==> src/rtl/cmp_scheduler.sv <==
// Round-robin sequencer that shares one external 32-bit ripple comparator between
// the branch unit (port 0) and the ALU SLT/SLTU path (port 1).
module cmp_scheduler (
    input  logic        clk,
    input  logic        rst,
    input  logic        req0_valid,
    output logic        req0_ready,
    input  logic [31:0] req0_a,
    input  logic [31:0] req0_b,
    input  logic [2:0]  req0_op,
    input  logic        req1_valid,
    output logic        req1_ready,
    input  logic [31:0] req1_a,
    input  logic [31:0] req1_b,
    input  logic [2:0]  req1_op,
    output logic        resp_valid,
    input  logic        resp_ready,
    output logic        resp_result,
    output logic        resp_id,
    output logic        resp_err,
    output logic [31:0] cmp_m,
    output logic [31:0] cmp_n,
    output logic        cmp_equal,
    input  logic        cmp_result
);

    typedef enum logic [1:0] {IDLE, PASS1, PASS2, DONE} state_t;

    state_t      state, state_next;
    logic        pri;
    logic        grant0, grant1, accept, sel_id;
    logic [31:0] sel_a, sel_b, xa, xb;
    logic [2:0]  sel_op;
    logic        sel_legal, sel_signed;
    logic        single_q, pol_q, p1_q;

    // Arbitration and operand selection; pri set means port 1 holds priority.
    always_comb begin
        grant0     = req0_valid && (!req1_valid || !pri);
        grant1     = req1_valid && !grant0;
        req0_ready = (state == IDLE) && !rst && grant0;
        req1_ready = (state == IDLE) && !rst && grant1;
        accept     = req0_ready || req1_ready;
        sel_id     = grant1;
        sel_a      = sel_id ? req1_a  : req0_a;
        sel_b      = sel_id ? req1_b  : req0_b;
        sel_op     = sel_id ? req1_op : req0_op;
        sel_legal  = (sel_op[2:1] != 2'b01);
        sel_signed = (sel_op[2:1] == 2'b10);
        // Flipping the sign bit turns a signed order into an unsigned one.
        xa         = {sel_a[31] ^ sel_signed, sel_a[30:0]};
        xb         = {sel_b[31] ^ sel_signed, sel_b[30:0]};
    end

    always_comb begin
        state_next = state;
        resp_valid = 1'b0;
        case (state)
            IDLE:  if (accept) state_next = sel_legal ? PASS1 : DONE;
            PASS1: state_next = single_q ? DONE : PASS2;
            PASS2: state_next = DONE;
            DONE: begin
                resp_valid = 1'b1;
                if (resp_ready) state_next = IDLE;
            end
            default: state_next = IDLE;
        endcase
    end

    always_ff @(posedge clk or posedge rst) begin
        if (rst) begin
            state       <= IDLE;
            pri         <= 1'b0;
            single_q    <= 1'b0;
            pol_q       <= 1'b0;
            p1_q        <= 1'b0;
            resp_result <= 1'b0;
            resp_id     <= 1'b0;
            resp_err    <= 1'b0;
            cmp_m       <= 32'd0;
            cmp_n       <= 32'd0;
            cmp_equal   <= 1'b0;
        end else begin
            state <= state_next;
            case (state)
                IDLE: begin
                    if (accept) begin
                        pri         <= ~sel_id;
                        single_q    <= sel_op[2];
                        pol_q       <= sel_op[0];
                        resp_id     <= sel_id;
                        resp_result <= 1'b0;
                        resp_err    <= !sel_legal;
                        if (sel_legal) begin
                            cmp_m     <= xa;
                            cmp_n     <= xb;
                            cmp_equal <= 1'b1;
                        end
                    end
                end
                PASS1: begin
                    p1_q <= cmp_result;
                    // GE/GEU keep the A>=B outcome, LT/LTU invert it; EQ/NE swap for B>=A.
                    if (single_q) begin
                        resp_result <= pol_q ? cmp_result : !cmp_result;
                    end else begin
                        cmp_m <= cmp_n;
                        cmp_n <= cmp_m;
                    end
                end
                PASS2: resp_result <= pol_q ? !(p1_q && cmp_result) : (p1_q && cmp_result);
                default: ;
            endcase
        end
    end

endmodule

==> config.mk <==
export PLATFORM = sky130hd
export DESIGN_NAME = cmp_scheduler
export DESIGN_NICKNAME = d
export VERILOG_FILES = /design/src/rtl/cmp_scheduler.sv
export SDC_FILE = /design/constraint.sdc
export NUM_CORES = 1
export LEC_CHECK = 0
export CORE_MARGIN = 2
export CORE_UTILIZATION = 44
export DETAILED_ROUTE_END_ITERATION = 7
export PLACE_DENSITY = 0.91
export SYNTH_ARGS = -nofsm -noshare
export SYNTH_HDL_FRONTEND = slang
export SYNTH_SLANG_ARGS = --single-unit
==> constraint.sdc <==
create_clock -name clk -period 5.25 [get_ports clk]
set_clock_uncertainty 0.15 [all_clocks]
set_input_delay 1.05 -clock clk [delete_from_list [all_inputs] [get_ports clk]]
set_output_delay 1.05 -clock clk [all_outputs]
set_load 0.02 [all_outputs]
== Word level (Yosys, flattened, before mapping) ==
Index checks and enable logic that the tools add are counted.
Operators by class
  equal/unequal tests: 10
  muxes and demuxes: 22
  bitwise gates (word level): 3
  reductions and logical operators: 23
Operator list (count)
  2-to-1 mux 32 bit: 8
  case mux 32 bit (2 select lines): 2
  != test 2 bit, second input constant: 5
  case mux 2 bit (4 select lines): 1
  zero test 1 bit: 7
  == test 2 bit, second input constant: 3
  logical AND 1 bit: 6
  2-to-1 mux 1 bit: 6
  2-to-1 mux 2 bit: 3
  AND reduction 3 bit: 2
  AND reduction 2 bit: 2
  AND reduction 4 bit: 1
  2-to-1 mux 3 bit: 1
  case mux 1 bit (3 select lines): 1
  nonzero test 3 bit: 1
  == test 2 x 1 -> 1 bit, second input constant: 1
  zero test 2 bit: 1
  logical OR 1 bit: 2
  != test 2 x 1 -> 1 bit, second input constant: 1
  nonzero test 2 bit: 1
  XOR 1 bit: 2
  NOT 1 bit: 1
Word-level totals
  flip-flop bits (word level): 74
  input port bits: 140
  output and inout port bits: 71

== Longest topological paths before layout ==
Gate-level depths: netlist of the first run.
  word-level depth: 11
  mapped depth: 10

== Least setup slack after synthesis of the first run ==
Ideal clock, no wire load.
  kind: input port to output port
  from: input port req0_valid
  to: output port req1_ready
  arrival: 1.914 ns
  required time: 4.050 ns
  slack: 2.136 ns
  stages on the path: 5
  path through: inv_1 > o21ai_2 > buf_4 > buf_2 > nor2_1
On the way
  longest elaborated chain between the ends: 4
Ends and longest elaborated chain
  start, declared: RTL line 6  | input logic req0_valid,
  logical AND 1 bit: RTL line 39  | grant0 = req0_valid && (!req1_valid || !pri);
  zero test 1 bit: RTL line 40  | grant1 = req1_valid && !grant0;
  logical AND 1 bit: RTL line 40
  logical AND 1 bit: RTL line 42  | req1_ready = (state == IDLE) && !rst && grant1;
  end, declared: RTL line 12  | output logic req1_ready,
No other way between the ends.

== Worst setup path in the final report of the first run ==
  from: input port rst
  to: output port req0_ready
On the way
  longest elaborated chain between the ends: 3
Ends and longest elaborated chain
  start, declared: RTL line 5  | input logic rst,
  zero test 1 bit (no line)
  logical AND 1 bit (2 in a row): RTL line 41  | req0_ready = (state == IDLE) && !rst && grant0;
  end, declared: RTL line 7  | output logic req0_ready,
No other way between the ends.

==> results.cfg, run 1 <==
[place]
port_buffers = 210
routabilityCongestion = 0.830
place_area_sq_um = 6510
hpwl_mm = 9.07

[grt]
grt_pass1_vias = 3949
antenna_found_initial = 0
grt_first_pass_wirelength_mm = 18.1
overflow = 0
grt_max_degree = 80
grtUsageTotal_pct = 21.7

[timing]
fin_setup_tns_ns = 0
max_freq_ghz = 0.251
finalSetupViolations = 0
final-max-slew-violation-count = 0
min_period_over_period_pct = 75.9
rsz0062_at_grt = false
finalHoldViolCount = 0
min_period_ns = 3.99
worst_pin_slew_ns = 0.793
relSlewSlack_pct = 47.1

[synth]
synth_seq_cells = 74
synth_compound_area_share_pct = 9.81
syn_avg_cell_area_sq_um = 10.3
synthArstFlopShare_pct = 100
synth-simple-area-share_pct = 8.25
synth_top_area_share_pct = 42.7
yosys-mux-area-fraction_pct = 32.3
synth_top_family_by_area = multiplexers
yosysMostFrequentCell = dfrtp_1
ys_dominant_reg_cell = dfrtp_1
synthAdderAreaFrac_pct = 1.15
synth.yosys.seq_area_share_pct = 42.7
netlist_top_cells_count = dfrtp_1, nand2_1, mux2i_1, mux2_1, o21ai_0
yosys-top-cells-area = dfrtp_1, mux2_1, mux2i_1, o21ai_0, nand2_1
synth_fp_nets = 564
synth_edf_count = 0
synthXorXnorAreaFrac_pct = 1.21
synth_area_sq_um = 4340
yosys.area.top_type = dfrtp_1
yosysUniqueCellTypes = 28
syn_inst = 420
synth_warnings = 0

[setup_path]
start_kind = primary input
crit_family = buffers and inverters
path_buf_inv = 2
cp-end-kind = primary output
crit_fanout = 4
worst-setup-path-type = in2out
crit_arrival_ns = 2.79
cp_slowest_cell = clkdlybuf4s50_1
crit_required_ns = 4.05
r2r_slack_ns = 2.24
path_cells = clkdlybuf4s50_1 > nand2b_2 > a211oi_1 > clkdlybuf4s50_1
cpPeakStageDelay_ns = 0.69
cpMostUsedCell = clkdlybuf4s50_1

[layout]
finalInstanceArea_sq_um = 6710
drive_gt1_share_pct = 4.34
n_fill_cell = 743
multiInputGateArea_sq_um = 2310
seq_area_sq_um = 1850
nets = 761
num_antenna_cells = 0
syn_to_final_growth_pct = 54.8

[routing]
postRouteAntennaNets = 0
wl_per_cell_um = 15.4
vias_per_cell = 5.05
drt_iter0_drc = 62
via_count = 3812
drc = 0
wirelength_mm = 11.6
drt_pass1_iterations = 4

[pwr]
leakage_uw = 0.00295
power_frac_comb_pct = 57.2
p_clk_share_pct = 12.4
p_per_area_nw_per_um2 = 526
netSwitchingFraction_pct = 41.0
p_int_uw = 2080
ir_drop_mv = 0.249
power_switching_uw = 1450
seqPwrFrac_pct = 30.4

[cts]
cts_tree = done
htree_levels = 3
cts_setup_buffers = 0
root_buffer = clkbuf_8
clkSinkCount = 74
clk_latency_ns = 0.33
cts_resized = 0
ctsHoldBuffers = 0
cts_buffers = 9
cts_buffer_depth = 2
path_clk_slew_ns = 0.08

[job]
maxCapViolCount = 0

[outcome]
status = finished, final reports clean

[floorplanning]
fp.coreArea_sq_um = 9680
num_rows = 36
die_area_sq_um = 10700
start_util_pct = 44.8
die_w_um = 103
fp.dieH_um = 103
ios = 211

[worst_hold_path]
min_path_type = reg2reg
-- flip-flops by register name (all words and copies together) (netlist names) --
signal,flops
resp_result,1
pol_q,1
cmp_n,32
p1_q,1
single_q,1
resp_err,1
pri,1
state,2
resp_id,1
cmp_m,32
cmp_equal,1
-- power by group through the flow --
| stage | registers, uW | clock network, uW | logic [uW] |
|---|---|---|---|
| 4_1_cts | 1080 | 449 | 2040 |
| 2_1_floorplan | 1360 | 0 | 903 |
| 3_5_place_dp | 1080 | 0 | 2040 |
| 6_report | 1070 | 437 | 2020 |
| 5_1_grt | 1120 | 473 | 2190 |
| 3_3_place_gp | 1060 | 0 | 1960 |
-- layout by cell type, fill, tap and decap left out, types with 2 or more instances in the layout --
master	n
clkdlybuf4s50_1	210
dfrtp_1	74
nand2_1	70
mux2i_1	67
mux2_1	65
o21ai_0	64
clkbuf_8	14
nor2_1	9
xnor2_1	6
inv_1	5
buf_4	5
o21ai_1	4
nand2b_1	3
a21oi_1	3
ha_1	3
nor2b_1	2
a211oi_1	2
-- per-stage QoR --
| stage | setup slack (ns) | total power, uW | cells | hold slack, ns | util, % |
|---|---|---|---|---|---|
| after floorplan | 2.14 | 2260 | 420 | 0.308 | - |
| after detailed placement | 1.26 | 3120 | 739 | 0.306 | 67.2 |
| after global routing | 1.15 | 3780 | 755 | 0.364 | 69.3 |
| after global placement | 1.37 | 3020 | 739 | 0.305 | 67.2 |
| final | 1.26 | 3530 | 755 | 0.333 | 69.3 |
| after CTS | 1.25 | 3570 | 755 | 0.335 | 69.3 |
-- layer usage --
metal	wire length [um]	share of wire, %	track usage, %	up-vias
met3	754	6.5	4.77	22
met2	5970	51	39.5	136
met5	0	0	0	-
met4	277	2.4	8.81	0
met1	4600	40	24.5	1807
li1	-	-	-	1847
-- path summary, 6_finish.rpt --
kind                            from          to  cells after the start
setup / recovery                 rst  req0_ready                      4
hold / removal             cmp_equal   cmp_equal                      1
setup reg to reg            state[0]   cmp_n[23]                      8
hold reg to reg            cmp_equal   cmp_equal                      1
max in group asynchronous        rst   cmp_m[16]                      3
min in group asynchronous        rst         pri                      2
-- cells by family (layout without fill, tap and decap cells) --
kind of cell,after synthesis,after routing
mux,132,132
simple gates,88,88
compound gates,80,80
flops,74,74
buf+inv,36,238
xor+xnor,6,6
fa+ha+maj,4,4
-- layout make-up --
class                           instances  share of cell area, %
Inverter                                6                  0.336
Multi-Input combinational cell        310                   34.4
Clock inverter                          1                 0.0746
Timing Repair Buffer                  216                   32.2
Tap cell                              133                   2.48
Sequential cell                        74                   27.6
Clock buffer                           15                   2.93
Note: power is estimated with default switching activity, not from simulation.
==> inputs of run 2 (changes only) <==
--- a/config.mk
+++ b/config.mk
@@ -6,9 +6,9 @@
 export NUM_CORES = 1
 export LEC_CHECK = 0
 export CORE_MARGIN = 2
-export CORE_UTILIZATION = 44
+export CORE_UTILIZATION = 41
 export DETAILED_ROUTE_END_ITERATION = 7
-export PLACE_DENSITY = 0.91
+export PLACE_DENSITY = 0.86
 export SYNTH_ARGS = -nofsm -noshare
 export SYNTH_HDL_FRONTEND = slang
 export SYNTH_SLANG_ARGS = --single-unit
==> constraint.sdc (replaced) <==
create_clock -name clk -period 4.05 [get_ports clk]
set_clock_uncertainty 0.15 [all_clocks]
set_input_delay 0.81 -clock clk [delete_from_list [all_inputs] [get_ports clk]]
set_output_delay 0.81 -clock clk [all_outputs]
set_load 0.02 [all_outputs]
==> results.cfg, run 2 (synthesis results as in run 1) <==
[timing]
max_freq_ghz = 0.283
worst_pin_slew_ns = 0.836
min_period_over_period_pct = 87.3
finalSetupViolations = 0
final-max-slew-violation-count = 0
rsz0062_at_grt = false
fin_setup_tns_ns = 0
min_period_ns = 3.54
whs_ns = 0.340
relSlewSlack_pct = 44.2
finalHoldViolCount = 0

[routing]
wirelength_mm = 11.7
postRouteAntennaNets = 0
drt_iter0_drc = 106
drt_pass1_iterations = 4
wl_met1_mm = 4.42
via_count = 3779
drc = 0
wl_met2_mm = 6.35
vias_per_cell = 4.99
dr_wl_met3_um = 830
wl_per_cell_um = 15.5
maxUsedRoutingLayer = met4

[layout]
num_antenna_cells = 0
drive_gt1_share_pct = 4.19
nets = 760
syn_to_final_growth_pct = 56.1
layout_commonest_cell = clkdlybuf4s50_1
reg.largest.list = cmp_m: 32 flops, cmp_n: 32 flops, state: 2 flops
final_cell_mix = clkdlybuf4s50_1, dfrtp_1, nand2_1, mux2i_1, mux2_1
stdcell_count = 757
finalInstanceArea_sq_um = 6770
final_core_util_pct = 65.9

[floorplanning]
num_rows = 37
die_w_um = 107
start_util_pct = 42.2
die_area_sq_um = 11400
ios = 211
fp.coreArea_sq_um = 10300
fp.dieH_um = 107

[job]
maxCapViolCount = 0

[cts]
ctsHoldBuffers = 0
cts_tree = done
clk_latency_ns = 0.34
clkSinkCount = 74
htree_levels = 3
path_clk_slew_ns = 0.07
cts_resized = 0
cts_buffer_depth = 2
cts_setup_buffers = 0
root_buffer = clkbuf_8
cts_buffers = 9

[grt]
overflow = 0
grt_pass1_vias = 4015
grt_first_pass_wirelength_mm = 19.0
grt_max_degree = 69
antenna_found_initial = 0
grtUsageTotal_pct = 20.8

[setup_path]
start_kind = primary input
crit_arrival_ns = 2.58
crit_fanout = 4
worst-setup-path-type = in2out
cp-end-kind = primary output
crit_required_ns = 3.09

[worst_hold_path]
min_path_type = reg2reg

[place]
routabilityCongestion = 0.778
port_buffers = 210
hpwl_mm = 9.08
place_area_sq_um = 6520
placed_cells = 741

[outcome]
status = finished, final reports clean

[pwr]
ir_drop_mv = 0.310
leakage_uw = 0.00296
p_per_area_nw_per_um2 = 697
[run 2: power breakdown]
group | internal (uW) | switching [uW]
sequential | 1110 | 276
combinational | 1270 | 1340
clock | 444 | 269
[run 2: area by class of cell]
class	count	area, sq um
Timing Repair Buffer	215	2160
Fill cell	833	3510
Tap cell	136	170
Inverter	6	22.5
Sequential cell	74	1850
Clock buffer	12	155
Multi-Input combinational cell	310	2310
Clock inverter	4	97.6
[run 2: final timing paths]
path	slack [ns]	from	cells past startpoint	end
setup / recovery	0.51	rst	4	req0_ready
hold / removal	0.34	cmp_equal	1	cmp_equal
setup reg to reg	1.28	state[0]	8	cmp_n[5]
hold reg to reg	0.34	cmp_equal	1	cmp_equal
max in group asynchronous	2.18	rst	3	state[1]
min in group asynchronous	0.87	rst	2	resp_result
[run 2: metrics by stage]
step	setup slack (ns)	total power, uW
after floorplan	1.21	2930
after global placement	0.658	3920
after global routing	0.481	5050
after CTS	0.559	4780
after detailed placement	0.565	4050
final	0.514	4720
[run 2: worst max-delay path, cell delays in order]
cell and delay (ns):
clkdlybuf4s50_1 0.45, nand2b_2 0.23, a211oi_1 0.39, clkdlybuf4s50_1 0.69
[run 2: routing by layer]
metal,global-route usage (%),vias up
met5,0,-
met1,22.4,1804
met2,40.3,114
met4,4.55,0
li1,-,1852
met3,5.53,9
